<file path="src/rtl/bootram_arb_pkg.sv">
// Shared constants and FSM encoding for the boot RAM arbiter.
package bootram_arb_pkg;

  localparam int unsigned BOOT_LANES  = 4;
  localparam int unsigned BOOT_ADDR_W = 11;

  typedef enum logic [1:0] {
    IDLE    = 2'd0,
    CPU_ACC = 2'd1,
    LD_ACC  = 2'd2
  } state_e;

endpackage

</file>
<file path="src/rtl/bootram_arb.sv">
// Arbitrates the CPU port and the byte loader onto four 2Kx8 boot RAM lanes.
// A grant drives the RAM combinationally in the issue cycle; the following
// cycle carries the ready pulse and the registered RAM read data.
module bootram_arb
  import bootram_arb_pkg::*;
#(
  parameter int unsigned ADDR_W  = BOOT_ADDR_W,
  parameter bit          LD_PRIO = 1'b1
) (
  input  logic                    clk,
  input  logic                    reset,
  input  logic                    cpu_valid,
  output logic                    cpu_ready,
  input  logic [ADDR_W+1:0]       cpu_addr,
  input  logic [BOOT_LANES-1:0]   cpu_wstrb,
  input  logic [31:0]             cpu_wdata,
  output logic [31:0]             cpu_rdata,
  input  logic                    ld_valid,
  output logic                    ld_ready,
  input  logic [ADDR_W+1:0]       ld_addr,
  input  logic [7:0]              ld_data,
  output logic [ADDR_W-1:0]       ram_ad,
  output logic [BOOT_LANES-1:0]   ram_ce,
  output logic [BOOT_LANES-1:0]   ram_wre,
  output logic                    ram_oce,
  output logic [31:0]             ram_din,
  input  logic [31:0]             ram_dout,
  output logic                    busy
);

  state_e      state_q, state_d;
  logic        prefer_ld_q, prefer_ld_d;   // 1: loader wins the next tie
  logic        rd_q, rd_d;                 // in-flight CPU access is a read
  logic [31:0] rdata_q;
  logic        grant_cpu, grant_ld;
  logic [BOOT_LANES-1:0] lane_oh;

  // Byte offset is irrelevant for word-wide CPU accesses.
  logic unused_addr_bits;
  assign unused_addr_bits = ^cpu_addr[1:0];

  assign ram_oce = 1'b1;

  // State, fairness token, read flag and held read data.
  always_ff @(posedge clk or posedge reset) begin
    if (reset) begin
      state_q     <= IDLE;
      prefer_ld_q <= LD_PRIO;
      rd_q        <= 1'b0;
      rdata_q     <= 32'h0;
    end else begin
      state_q     <= state_d;
      prefer_ld_q <= prefer_ld_d;
      rd_q        <= rd_d;
      if (state_q == CPU_ACC && rd_q) begin
        rdata_q <= ram_dout;
      end
    end
  end

  // Arbitration, next state and RAM/handshake drive.
  always_comb begin
    state_d     = state_q;
    prefer_ld_d = prefer_ld_q;
    rd_d        = rd_q;
    grant_cpu   = 1'b0;
    grant_ld    = 1'b0;
    lane_oh     = {{(BOOT_LANES-1){1'b0}}, 1'b1} << ld_addr[1:0];
    ram_ad      = '0;
    ram_ce      = '0;
    ram_wre     = '0;
    ram_din     = 32'h0;
    cpu_ready   = 1'b0;
    ld_ready    = 1'b0;
    busy        = 1'b0;
    cpu_rdata   = rdata_q;

    case (state_q)
      IDLE: begin
        // reset also gates the issue path so the RAM sees no enables
        grant_ld  = !reset && ld_valid && (!cpu_valid || prefer_ld_q);
        grant_cpu = !reset && cpu_valid && !grant_ld;
        if (grant_cpu) begin
          ram_ad      = cpu_addr[ADDR_W+1:2];
          ram_din     = cpu_wdata;
          ram_ce      = '1;
          ram_wre     = cpu_wstrb;
          rd_d        = (cpu_wstrb == '0);
          prefer_ld_d = 1'b1;
          state_d     = CPU_ACC;
        end else if (grant_ld) begin
          ram_ad      = ld_addr[ADDR_W+1:2];
          ram_din     = {BOOT_LANES{ld_data}};
          ram_ce      = lane_oh;
          ram_wre     = lane_oh;
          prefer_ld_d = 1'b0;
          state_d     = LD_ACC;
        end
      end
      CPU_ACC: begin
        cpu_ready = 1'b1;
        busy      = 1'b1;
        if (rd_q) begin
          cpu_rdata = ram_dout;
        end
        state_d   = IDLE;
      end
      LD_ACC: begin
        ld_ready = 1'b1;
        busy     = 1'b1;
        state_d  = IDLE;
      end
      default: begin
        state_d = IDLE;
      end
    endcase
  end

endmodule
</file>
<file path="config.mk">
export PLATFORM = sky130hd
export DESIGN_NAME = bootram_arb
export DESIGN_NICKNAME = d
export VERILOG_FILES = /design/src/rtl/bootram_arb_pkg.sv /design/src/rtl/bootram_arb.sv
export SDC_FILE = /design/constraint.sdc
export NUM_CORES = 1
export LEC_CHECK = 0
export ABC_AREA = 1
export CORE_ASPECT_RATIO = 0.5
export CORE_MARGIN = 8
export CORE_UTILIZATION = 33
export CTS_CLUSTER_DIAMETER = 100
export DETAILED_ROUTE_END_ITERATION = 7
export GPL_TIMING_DRIVEN = 0
export PLACE_DENSITY = 0.86
export REMOVE_ABC_BUFFERS = 1
export SYNTH_ARGS = -nofsm -noshare
export SYNTH_HDL_FRONTEND = slang
export SYNTH_SLANG_ARGS = --single-unit
</file>
<file path="constraint.sdc">
create_clock -name clk -period 1.49 [get_ports clk]
set_input_delay 0.298 -clock clk [delete_from_list [all_inputs] [get_ports clk]]
set_output_delay 0.298 -clock clk [all_outputs]
set_load 0.03 [all_outputs]
</file>
* Word level (Yosys, flattened, before mapping)
Index checks and enable logic that the tools add are counted.
** Storage, ports and cells
- Bits in registers :: 36
- Word-level logic and storage cells :: 44
** Cells by class
- Reductions and logical operators :: 15
- Multiplexer cells :: 21
- Shifts and indexed selects :: 1
- Equality and inequality tests :: 3
** Operators with widths (number)
- $mux 32 :: 5
- $mux 11 :: 3
- $mux 4 :: 5
- $mux 2 :: 3
- $logic_and 1x1->1 :: 5
- $mux 1 :: 5
- $logic_not 4->1 :: 1
- $reduce_and 2->1 :: 2
- $shl 1x2->4 const A :: 1
- $logic_not 1->1 :: 3
- $ne 3x3->1 const B :: 1
- $eq 2x1->1 const B :: 1
- $eq 2x2->1 const B :: 1
- $logic_not 2->1 :: 1
- $reduce_bool 2->1 :: 1
- $reduce_or 2->1 :: 1
- $logic_or 1x1->1 :: 1

* Depth between registers and ports, before layout
Gate-level depths: netlist of run 1.
- Depth in word-level cells :: 7
- Mapped depth :: 8

* Worst setup path before layout of run 1
No wires, ideal clock.
- Path type :: reg-to-output
- From :: reg state_q[1]
- To :: out cpu_rdata[0]
- Arrival :: 1.617 ns
- Path buffers :: 1
- Required time :: 1.192 ns
- Path slack :: -0.425 ns
- Stages on the path, launching flop included :: 6
- Cells stage by stage :: dfrtp_1 inv_1 ha_1 nand2_1 buf_2 mux2_2
** On the way
- Longest elaborated chain between the ends :: 2
** RTL lines
- start: declaration :: RTL line bootram_arb.sv:31 : state_e state_q, state_d;
- start signal: assignment :: RTL line bootram_arb.sv:52 : state_q <= state_d;
- $eq 2x1->1 :: RTL line bootram_arb.sv:78 : case (state_q)
- $mux 32 :: RTL line bootram_arb.sv:78
- end: declaration :: RTL line bootram_arb.sv:17 : output logic [31:0] cpu_rdata,
No other way between the ends.

* Worst setup path in the final report of run 1
- From :: reg prefer_ld_q
- To :: out ram_din[27]
** On the way
- Longest elaborated chain between the ends :: 6
- Elaborated cells between the ends (all ways) :: 7
- Those cells by class :: mux (3); reduce/logical (4)
** RTL lines
- start: declaration :: RTL line bootram_arb.sv:32 : logic prefer_ld_q, prefer_ld_d;
- start signal: assignment :: RTL line bootram_arb.sv:53 : prefer_ld_q <= prefer_ld_d;
- $logic_or 1x1->1 * :: RTL line bootram_arb.sv:81 : grant_ld = !reset && ld_valid && (!cpu_valid || prefer_ld_q);
- $logic_and 1x1->1 * :: RTL line bootram_arb.sv:81
- $logic_not 1->1 :: RTL line bootram_arb.sv:82 : grant_cpu = !reset && cpu_valid && !grant_ld;
- $logic_and 1x1->1 :: RTL line bootram_arb.sv:82
- $mux 32 * :: RTL line bootram_arb.sv:83 : if (grant_cpu) begin
- $mux 32 * :: RTL line bootram_arb.sv:78
- end: declaration :: RTL line bootram_arb.sv:26 : output logic [31:0] ram_din,
Every way passes the cells marked *; elsewhere a longest branch is shown, timed or not.

==> results of run 1 <==
## cells in the mapped netlist, types with 2 or more instances
master    number  area, um2
nor2_4         3       33.8
nand2_2       20        125
inv_1         40        150
mux2_2        64        721
nor2_1        36        135
nand2_1       69        259
ha_1           3       37.5
clkbuf_1       3       11.3
o21ai_0        3       15.0
dfrtp_1       35        876
buf_6          4       45.0
nand3_1       46        230
buf_2          9       45.0
nand2_8        2       40.0
## flip-flops by register name, summed over array words and instances (netlist names)
| signal | flops |
|---|---|
| rdata_q | 32 |
| prefer_ld_q | 1 |
| rd_q | 1 |
| state_q | 2 |
## cell families (layout without fill, tap and decap cells)
family,count (synthesis),after routing
other,1,1
adder cells (fa/ha/maj),3,3
buffers and inverters,59,286
flip-flops,36,36
AND/OR/NAND/NOR,178,183
multiplexers,64,64
AO/OA/AOI/OAI,4,4
## where the power goes
| part | leakage [nW] | switching [mW] | internal, mW |
|---|---|---|---|
| logic | 2.57 | 3.18 | 3.01 |
| clock network | 0.0712 | 0.396 | 0.667 |
| registers | 0.423 | 0.271 | 1.46 |
| total | 3.06 | 3.84 | 5.14 |
## per-layer routing
layer	GRT usage [%]	up-vias	routed length (um)
li1	-	1579	-
met5	0	-	0
met4	6.56	0	464
met1	18.9	1677	5020
met2	37.2	166	7660
met3	4.23	39	840
## through the flow
step	hold slack [ns]	utilization (%)
4_1_cts	0.410	66.5
2_1_floorplan	0.449	-
3_3_place_gp	0.468	55.6
3_5_place_dp	0.487	55.9
5_1_grt	0.475	74.6
6_report	0.393	74.6
## layout by cell type (no fill, tap or decap), drive strengths merged, types with 2 or more instances in the layout
cell type	instances
ha	3
dfrtp	35
mux2	64
nor2	41
nand3	46
dlygate4sd2	2
o21ai	3
clkdlybuf4s50	100
clkbuf	9
buf	132
nand2	96
inv	41
## worst max-delay path by stage
stage          slack [ns]                     from            to
6_report            -0.61  prefer_ld_q$_DFFE_PP1P_   ram_din[27]
3_5_place_dp        -1.69                    reset     ram_ad[2]
2_1_floorplan       -1.48   state_q[1]$_DFFE_PP0P_  cpu_rdata[0]
3_3_place_gp        -2.25   state_q[0]$_DFFE_PP0P_  cpu_rdata[4]
5_1_grt             -0.66  prefer_ld_q$_DFFE_PP1P_   ram_din[27]
4_1_cts             -0.56  prefer_ld_q$_DFFE_PP1P_     ram_ad[6]
## area by class of cell
type | count | area (um2)
inverters | 41 | 180
well taps | 117 | 146
clock buffers | 8 | 146
fillers | 541 | 2180
repair buffers | 236 | 2560
repair inverters | 1 | 11.3
multi-input cells | 255 | 2430
flip-flops and latches | 36 | 902
## repair_timing
| action | 4_1_cts | 5_1_grt |
|---|---|---|
| setup endpoints to repair | 122 | 103 |
| setup buffers | 37 | 11 |
| resized for setup | 662 | 151 |
| pin swaps | 24 | 40 |
| gates cloned | 6 | 4 |
==> impl_metrics.tcl, run 1 <==
set metrics [dict create \
    cts_tree "built" \
    hold_path_class "in -> async" \
    firstDrtPassIters 4 \
    postSynthCellCount 345 \
    timing.slew.headroom_pct 47.4 \
    htree_num_levels 2 \
    reg2reg_depth 8 \
    critPathLaunchType "flip-flop" \
    core_area_um2 8560 \
    overflow 0 \
    worstPathArrival_ns 1.80 \
    vias_per_cell 4.99 \
    worstPathRequired_ns 1.19 \
    fin_crit_sh_pct 141 \
    gp_congestion 0.771 \
    yosysSeqAreaShare_pct 31.7 \
    setup_viol 117 \
    synth_adder_area_share_pct 1.32 \
    synth-async-reset-ratio_pct 100 \
    cts.path.max_buffers 2 \
    cts_buffers 5 \
    die_area_um2 12000 \
    r2r_start "state_q[0]$_DFFE_PP0P_" \
    setup_slack_ns -0.609 \
    fp-row-count 24 \
    finish.instance_area_um2 6380 \
    ys_ff_latch 36 \
    cts.clk_slew.worst_paths_ns 0.06 \
    cp_slowest_cell "dfstp_2" \
    power.density_nw_per_um2 1410 \
    die_w_um 147 \
    clock_latency_ns 0.28 \
    drc 0 \
    p_total_mw 8.98 \
    drt_iter0_drc 183 \
    vias 3461 \
    grt_util_all_layers_pct 18.5 \
    pre_cts_slack_ns -1.69 \
    placed_area_um2 4780 \
    synth_edf_count 0 \
    drive_gt1_share_pct 59.3 \
    crit_cells 9 \
    rsz0062_at_grt "yes" \
    post-dp-hpwl_mm 7.70 \
    post-route-min-period_ns 2.10 \
    antenna_left 0 \
    tightest_slew_ns 0.789 \
    fp.dieH_um 81.7 \
    timing.fmax_ghz 0.477 \
    synthSimpleGateAreaFrac_pct 30.0 \
    grt_pass1_vias 3453 \
    hold_violations 0 \
    synth_xor_area_share_pct 0 \
    synth_mux_area_share_pct 25.3 \
    p_leak_nw 3.06 \
    violations "negative setup slack" \
    dp_cells 634 \
    totalWireLength_mm 14.0 \
    cts-root-buf "clkbuf_16" \
    path_cells "inv_2 -> nand2_4 -> nand2_8 -> buf_6 -> buf_6 -> nand3_2 -> nand2_2 -> nor2_4 -> buf_6" \
    syn_area_per_cell_um2 8.26 \
    regToRegEndpoint "rdata_q[22]$_DFFE_PP0P_" \
    synth_top_family_by_area "simple AND/OR/NAND/NOR gates" \
    worst-path-max-fanout 7 \
    synth_ff_type "dfrtp_1" \
    yosysWarnings 0 \
    grt_max_degree 37 \
    skew_ns 0.00982 \
    initial_core_util_pct 33.3 \
    fin_cells 694 \
    crit_type "reg -> out" \
    irDropWorstVdd_uv 1120 \
    port_buffers 189 \
    cpMostUsedCell "buf_6" \
    slowest_delay_ns 0.55 \
    r2r_setup_slack_ns -0.30 \
    status "complete, but fails checks" \
    wire_per_inst_um 20.2 \
    grt_pass1_wl_mm 17.9 \
    synth_compound_area_share_pct 0.790 \
    fin_setup_tns_ns -50.02 \
    maxSlewViolCount 0 \
    antenna_cells 0 \
    fin_nets 685 \
    end_kind "output port" \
    holdBufCountCts 0 \
    ios 193 \
    max_cap_viol_count 0 \
    cpLargestDelayFamily "flip-flops" \
    syn_area_um2 2850 \
    area_growth_pct 124 \
    cts_sinks 36 \
    critPathBufInv 4 \
    antenna_found_initial 0 \
    ys_types 22 \
]
Power figures use the tool's default switching activity.
==> run 2, diff against run 1 <==
CAP_MARGIN = 5   (was not set)
CORE_MARGIN = 4   (was 8)
==> run 2 against run 1 <==
Effect of this change:
- highest routed layer unchanged
- first-iteration DRC count rose by 12%
- routed wire length decreased by 5.6%
- cell count stayed put
- the run still ends with negative setup slack left
- sequential power grew 3%
- setup slack worse by 0.033 ns
- flip-flop and latch count unchanged
- critical endpoint is now ram_ad[8]
- final area decreased by 4.0%
- combinational power is 1% lower
- register-to-register slack better by 0.02 ns
- fmax is 1.5% lower
==> impl_metrics.tcl, run 2 (synthesis gave the netlist of run 1 again) <==
set metrics [dict create \
    mostFrequentLayoutCell "clkdlybuf4s50_1" \
    die_area_um2 10300 \
    firstDrtPassIters 4 \
    crit_type "reg -> out" \
    irDropWorstVdd_uv 1110 \
    r2r_setup_slack_ns -0.28 \
    wire_per_inst_um 19.0 \
    largest_register_ffs 32 \
    antenna_cells 0 \
    setup_viol 121 \
    layout_common_cells "clkdlybuf4s50_1, buf_6, mux2_4" \
    fin_nets 690 \
    tightest_slew_ns 0.811 \
    slowest_delay_ns 0.43 \
    hold_path_class "in -> async" \
    max_cap_viol_count 0 \
    end_kind "output port" \
    post-route-min-period_ns 2.13 \
    fin_crit_sh_pct 143 \
    totalWireLength_mm 13.2 \
    finish.instance_area_um2 6130 \
    cts.clk_slew.worst_paths_ns 0.06 \
    htree_num_levels 2 \
    cts.path.max_buffers 2 \
    status "complete, but fails checks" \
    reg2reg_depth 7 \
    p_leak_nw 3.11 \
    port_buffers 189 \
    grt_pass1_wl_mm 16.5 \
    core_area_um2 8200 \
    timing.fmax_ghz 0.469 \
    gp_congestion 0.848 \
    r2r_start "state_q[0]$_DFFE_PP0P_" \
    vias_per_cell 4.87 \
    finalCoreUtilization_pct 74.7 \
    vias 3378 \
    grt_util_all_layers_pct 20.0 \
    path_cells "inv_2 -> ha_4 -> inv_16 -> nor2_4 -> buf_6 -> nand2_2 -> nand2_2 -> buf_6" \
    cp_slowest_cell "dfrtp_1" \
    ios 193 \
    grt_max_degree 37 \
    maxSlewViolCount 0 \
    power.density_nw_per_um2 1470 \
    grt_pass1_vias 3221 \
    top_regs "rdata_q x32, state_q x2" \
    p_total_mw 8.97 \
    placed_area_um2 4780 \
    cts-root-buf "clkbuf_16" \
    violations "negative setup slack" \
    die_w_um 139 \
    top_register "rdata_q" \
    drive_gt1_share_pct 50.7 \
    critPathLaunchType "flip-flop" \
    worst-path-max-fanout 7 \
    skew_ns 0.00621 \
    regToRegEndpoint "rdata_q[13]$_DFFE_PP0P_" \
    cts_tree "built" \
    hold_violations 0 \
    antenna_found_initial 0 \
    area_growth_pct 115 \
    antenna_left 0 \
    fin_setup_tns_ns -53.08 \
    drt_iter0_drc 205 \
    drc 0 \
    fp.dieH_um 73.7 \
    clock_latency_ns 0.28 \
    initial_core_util_pct 34.8 \
    worstPathRequired_ns 1.19 \
    worstPathArrival_ns 1.83 \
    setup_slack_ns -0.641 \
    rsz0062_at_grt "yes" \
    post-dp-hpwl_mm 6.80 \
    crit_path_start "state_q[0]$_DFFE_PP0P_" \
    overflow 0 \
    cts_sinks 36 \
    fillCellCount 548 \
    holdWs_ns 0.392 \
    cts_buffers 5 \
    timing.slew.headroom_pct 45.8 \
    fp-row-count 23 \
]
run 2: repair_timing:
item / in CTS / in global routing
buffers inserted: 32 / 12
gates resized for setup: 636 / 83
cloned: 7 / 6
hold buffers: 0 / 0
pin swaps: 25 / 14
setup endpoints to repair: 122 / 119
run 2: final cells by class:
class                   count  area (um2)  area share (%)
repair inverters            1        8.76           0.143
inverters                  41         173            2.82
clock buffers               7         143            2.33
repair buffers            243        2630            42.9
flip-flops and latches     36         902            14.7
multi-input cells         253        2120            34.7
well taps                 112         140            2.29
clock inverters             1        7.51           0.123
run 2: critical path, delay by kind of cell (launching register included):
| kind | cells | cell delay, ns |
|---|---|---|
| flops | 1 | 0.43 |
| buf+inv | 4 | 0.50 |
| fa+ha+maj | 1 | 0.23 |
| simple gates | 3 | 0.39 |
run 2: metal layers:
metal	wire length, um	GRT usage, %	vias to the layer above
met4	460	6.83	0
met5	0	0	-
met1	5230	23.1	1610
met3	644	2.86	34
met2	6870	38.6	149
li1	-	-	1585
run 2: worst max path at each step:
stage	end	cells after the start	slack, ns
floorplan	cpu_rdata[0]	4	-1.48
global route	ram_ad[10]	8	-0.69
detailed placement	ram_wre[3]	7	-1.69
finish	ram_ad[8]	8	-0.64
global placement	cpu_rdata[30]	5	-2.25
CTS	ram_ad[8]	8	-0.54
run 2: where the power goes:
group,leakage (nW),total (mW),switching [mW],internal (mW)
clock network,0.0701,1.07,0.404,0.666
logic,2.61,6.13,3.01,3.12
registers,0.423,1.78,0.317,1.46
total,3.11,8.97,3.73,5.24
run 2: per-stage QoR:
step	std cells	setup slack, ns
after floorplan	327	-1.48
after global placement	628	-2.25
after detailed placement	629	-1.69
after CTS	676	-0.539
after global routing	694	-0.685
final	694	-0.641
==> run 3, diff against run 2 <==
PLACE_DENSITY = 0.78   (was 0.86)
==> run 3 against run 2 <==
Effect of this change:
- the flow still finishes with violations (negative setup slack)
- clock power decreased by 4%
- sequential power is 4% lower
- critical path type unchanged
- setup slack better by 0.11 ns
- global-route usage grew 0.66 points
- critical path depth fell by 1
==> impl_metrics.tcl, run 3 (synthesis gave the netlist of run 1 again) <==
set metrics [dict create \
    wire_per_inst_um 17.3 \
    antenna_left 0 \
    drc 0 \
    port_buffers 189 \
    largest_register_ffs 32 \
    finalCoreUtilization_pct 75.4 \
    htree_num_levels 2 \
    fp.dieH_um 73.7 \
    antenna_found_initial 0 \
    rsz0062_at_grt "yes" \
    post-dp-hpwl_mm 6.66 \
    post-route-min-period_ns 2.02 \
    top_register "rdata_q" \
    timing.fmax_ghz 0.496 \
    fin_nets 689 \
    crit_cells 7 \
    crit_type "reg -> out" \
    max_cap_viol_count 0 \
    p_total_mw 8.45 \
    setup_slack_ns -0.527 \
    ios 193 \
    drive_gt1_share_pct 59.9 \
    reg2reg_depth 6 \
    tightest_slew_ns 0.769 \
    core_area_um2 8200 \
    slowest_delay_ns 0.55 \
    cts-root-buf "clkbuf_16" \
    firstDrtPassIters 4 \
    grt_util_all_layers_pct 20.6 \
    irDropWorstVdd_uv 1250 \
    cts.path.max_buffers 2 \
    cp_slowest_cell "dfstp_2" \
    route.layer.met1.wl_mm 4.81 \
    setup_viol 86 \
    gp_congestion 0.802 \
    fin_cells 693 \
    skew_ns 0.00201 \
    mostFrequentLayoutCell "clkdlybuf4s50_1" \
    fin_crit_sh_pct 135 \
    timing.slew.headroom_pct 48.7 \
    maxSlewViolCount 0 \
    totalWireLength_mm 12.0 \
    top_regs "rdata_q x32, state_q x2" \
    wl_met3_um 672 \
    critPathLaunchType "flip-flop" \
    worst-path-max-fanout 7 \
    layout_common_cells "clkdlybuf4s50_1, buf_6, mux2_2" \
    wl_met2_mm 6.30 \
    holdBufCountCts 0 \
    vias_per_cell 4.82 \
    clock_latency_ns 0.27 \
    drt_iter0_drc 113 \
    power.density_nw_per_um2 1370 \
    initial_core_util_pct 34.8 \
    area_growth_pct 117 \
    vias 3340 \
    cts_sinks 36 \
    cpLargestDelayFamily "simple AND/OR/NAND/NOR gates" \
    dp_cells 629 \
    overflow 0 \
    p_leak_nw 2.81 \
    top_layer "met4" \
    grt_pass1_vias 3399 \
    hold_violations 0 \
    hold_path_class "in -> async" \
    cts_buffers 5 \
    pre_cts_slack_ns -1.69 \
    grt_max_degree 37 \
    cts.clk_slew.worst_paths_ns 0.05 \
    die_w_um 139 \
    worstPathRequired_ns 1.19 \
    critPathBufInv 2 \
    end_kind "output port" \
    antenna_cells 0 \
    die_area_um2 10300 \
    grt_pass1_wl_mm 17.0 \
    worstPathArrival_ns 1.72 \
    status "complete, but fails checks" \
    violations "negative setup slack" \
    cts_tree "built" \
    path_cells "inv_2 -> nand2_4 -> nand2_8 -> nor2_4 -> nand3_1 -> nand2_1 -> buf_4" \
    fp-row-count 23 \
]
[run 3: worst paths after layout]
kind                                            to               startpoint  slack (ns)
hold reg to reg            rdata_q[23]$_DFFE_PP0P_  rdata_q[23]$_DFFE_PP0P_        0.50
setup reg to reg           rdata_q[15]$_DFFE_PP0P_   state_q[1]$_DFFE_PP0P_       -0.01
min in group clk           rdata_q[23]$_DFFE_PP0P_  rdata_q[23]$_DFFE_PP0P_        0.50
setup / recovery                         ram_ce[1]  prefer_ld_q$_DFFE_PP1P_       -0.53
hold / removal                    rd_q$_DFFE_PP0P_                    reset        0.40
max in group asynchronous   rdata_q[1]$_DFFE_PP0P_                    reset        0.59
[run 3: power by group]
group	total, mW	switching (mW)	internal [mW]
registers	1.70	0.244	1.46
clock network	1.03	0.371	0.658
logic	5.72	3.03	2.69
[run 3: layout make-up]
| cell class | instances | area, um2 |
|---|---|---|
| Clock inverter | 2 | 10.0 |
| Clock buffer | 6 | 139 |
| Tap cell | 112 | 140 |
| Timing Repair inverter | 1 | 11.3 |
| Timing Repair Buffer | 237 | 2540 |
| Sequential cell | 36 | 902 |
| Fill cell | 561 | 2020 |
| Multi-Input combinational cell | 258 | 2260 |
| Inverter | 41 | 175 |
[run 3: stage by stage]
step | cell area (um2) | hold WS, ns | setup TNS (ns)
2_1_floorplan | 2720 | 0.449 | -101.77
3_3_place_gp | 4750 | 0.468 | -220.46
3_5_place_dp | 4780 | 0.484 | -124.42
4_1_cts | 5600 | 0.415 | -36.20
5_1_grt | 6180 | 0.475 | -46.27
6_report | 6180 | 0.405 | -39.69
[run 3: worst reg2reg max path, stage by stage (launching register included)]
cell     delay (ns)
dfrtp_1        0.39
inv_2          0.12
ha_4           0.18
buf_6          0.14
nand2_8        0.09
buf_16         0.17
mux2_4         0.30
[run 3: what timing repair did]
action	4_1_cts	5_1_grt
resized for setup	651	99
cloned	10	6
buffers inserted	30	11
setup endpoints to repair	122	106
pin swaps	38	40
[run 3: per-layer routing]
layer	up-vias	GRT usage (%)
met2	131	37.9
li1	1592	-
met3	20	4.68
met5	-	0
met1	1597	23.6
met4	0	8.79
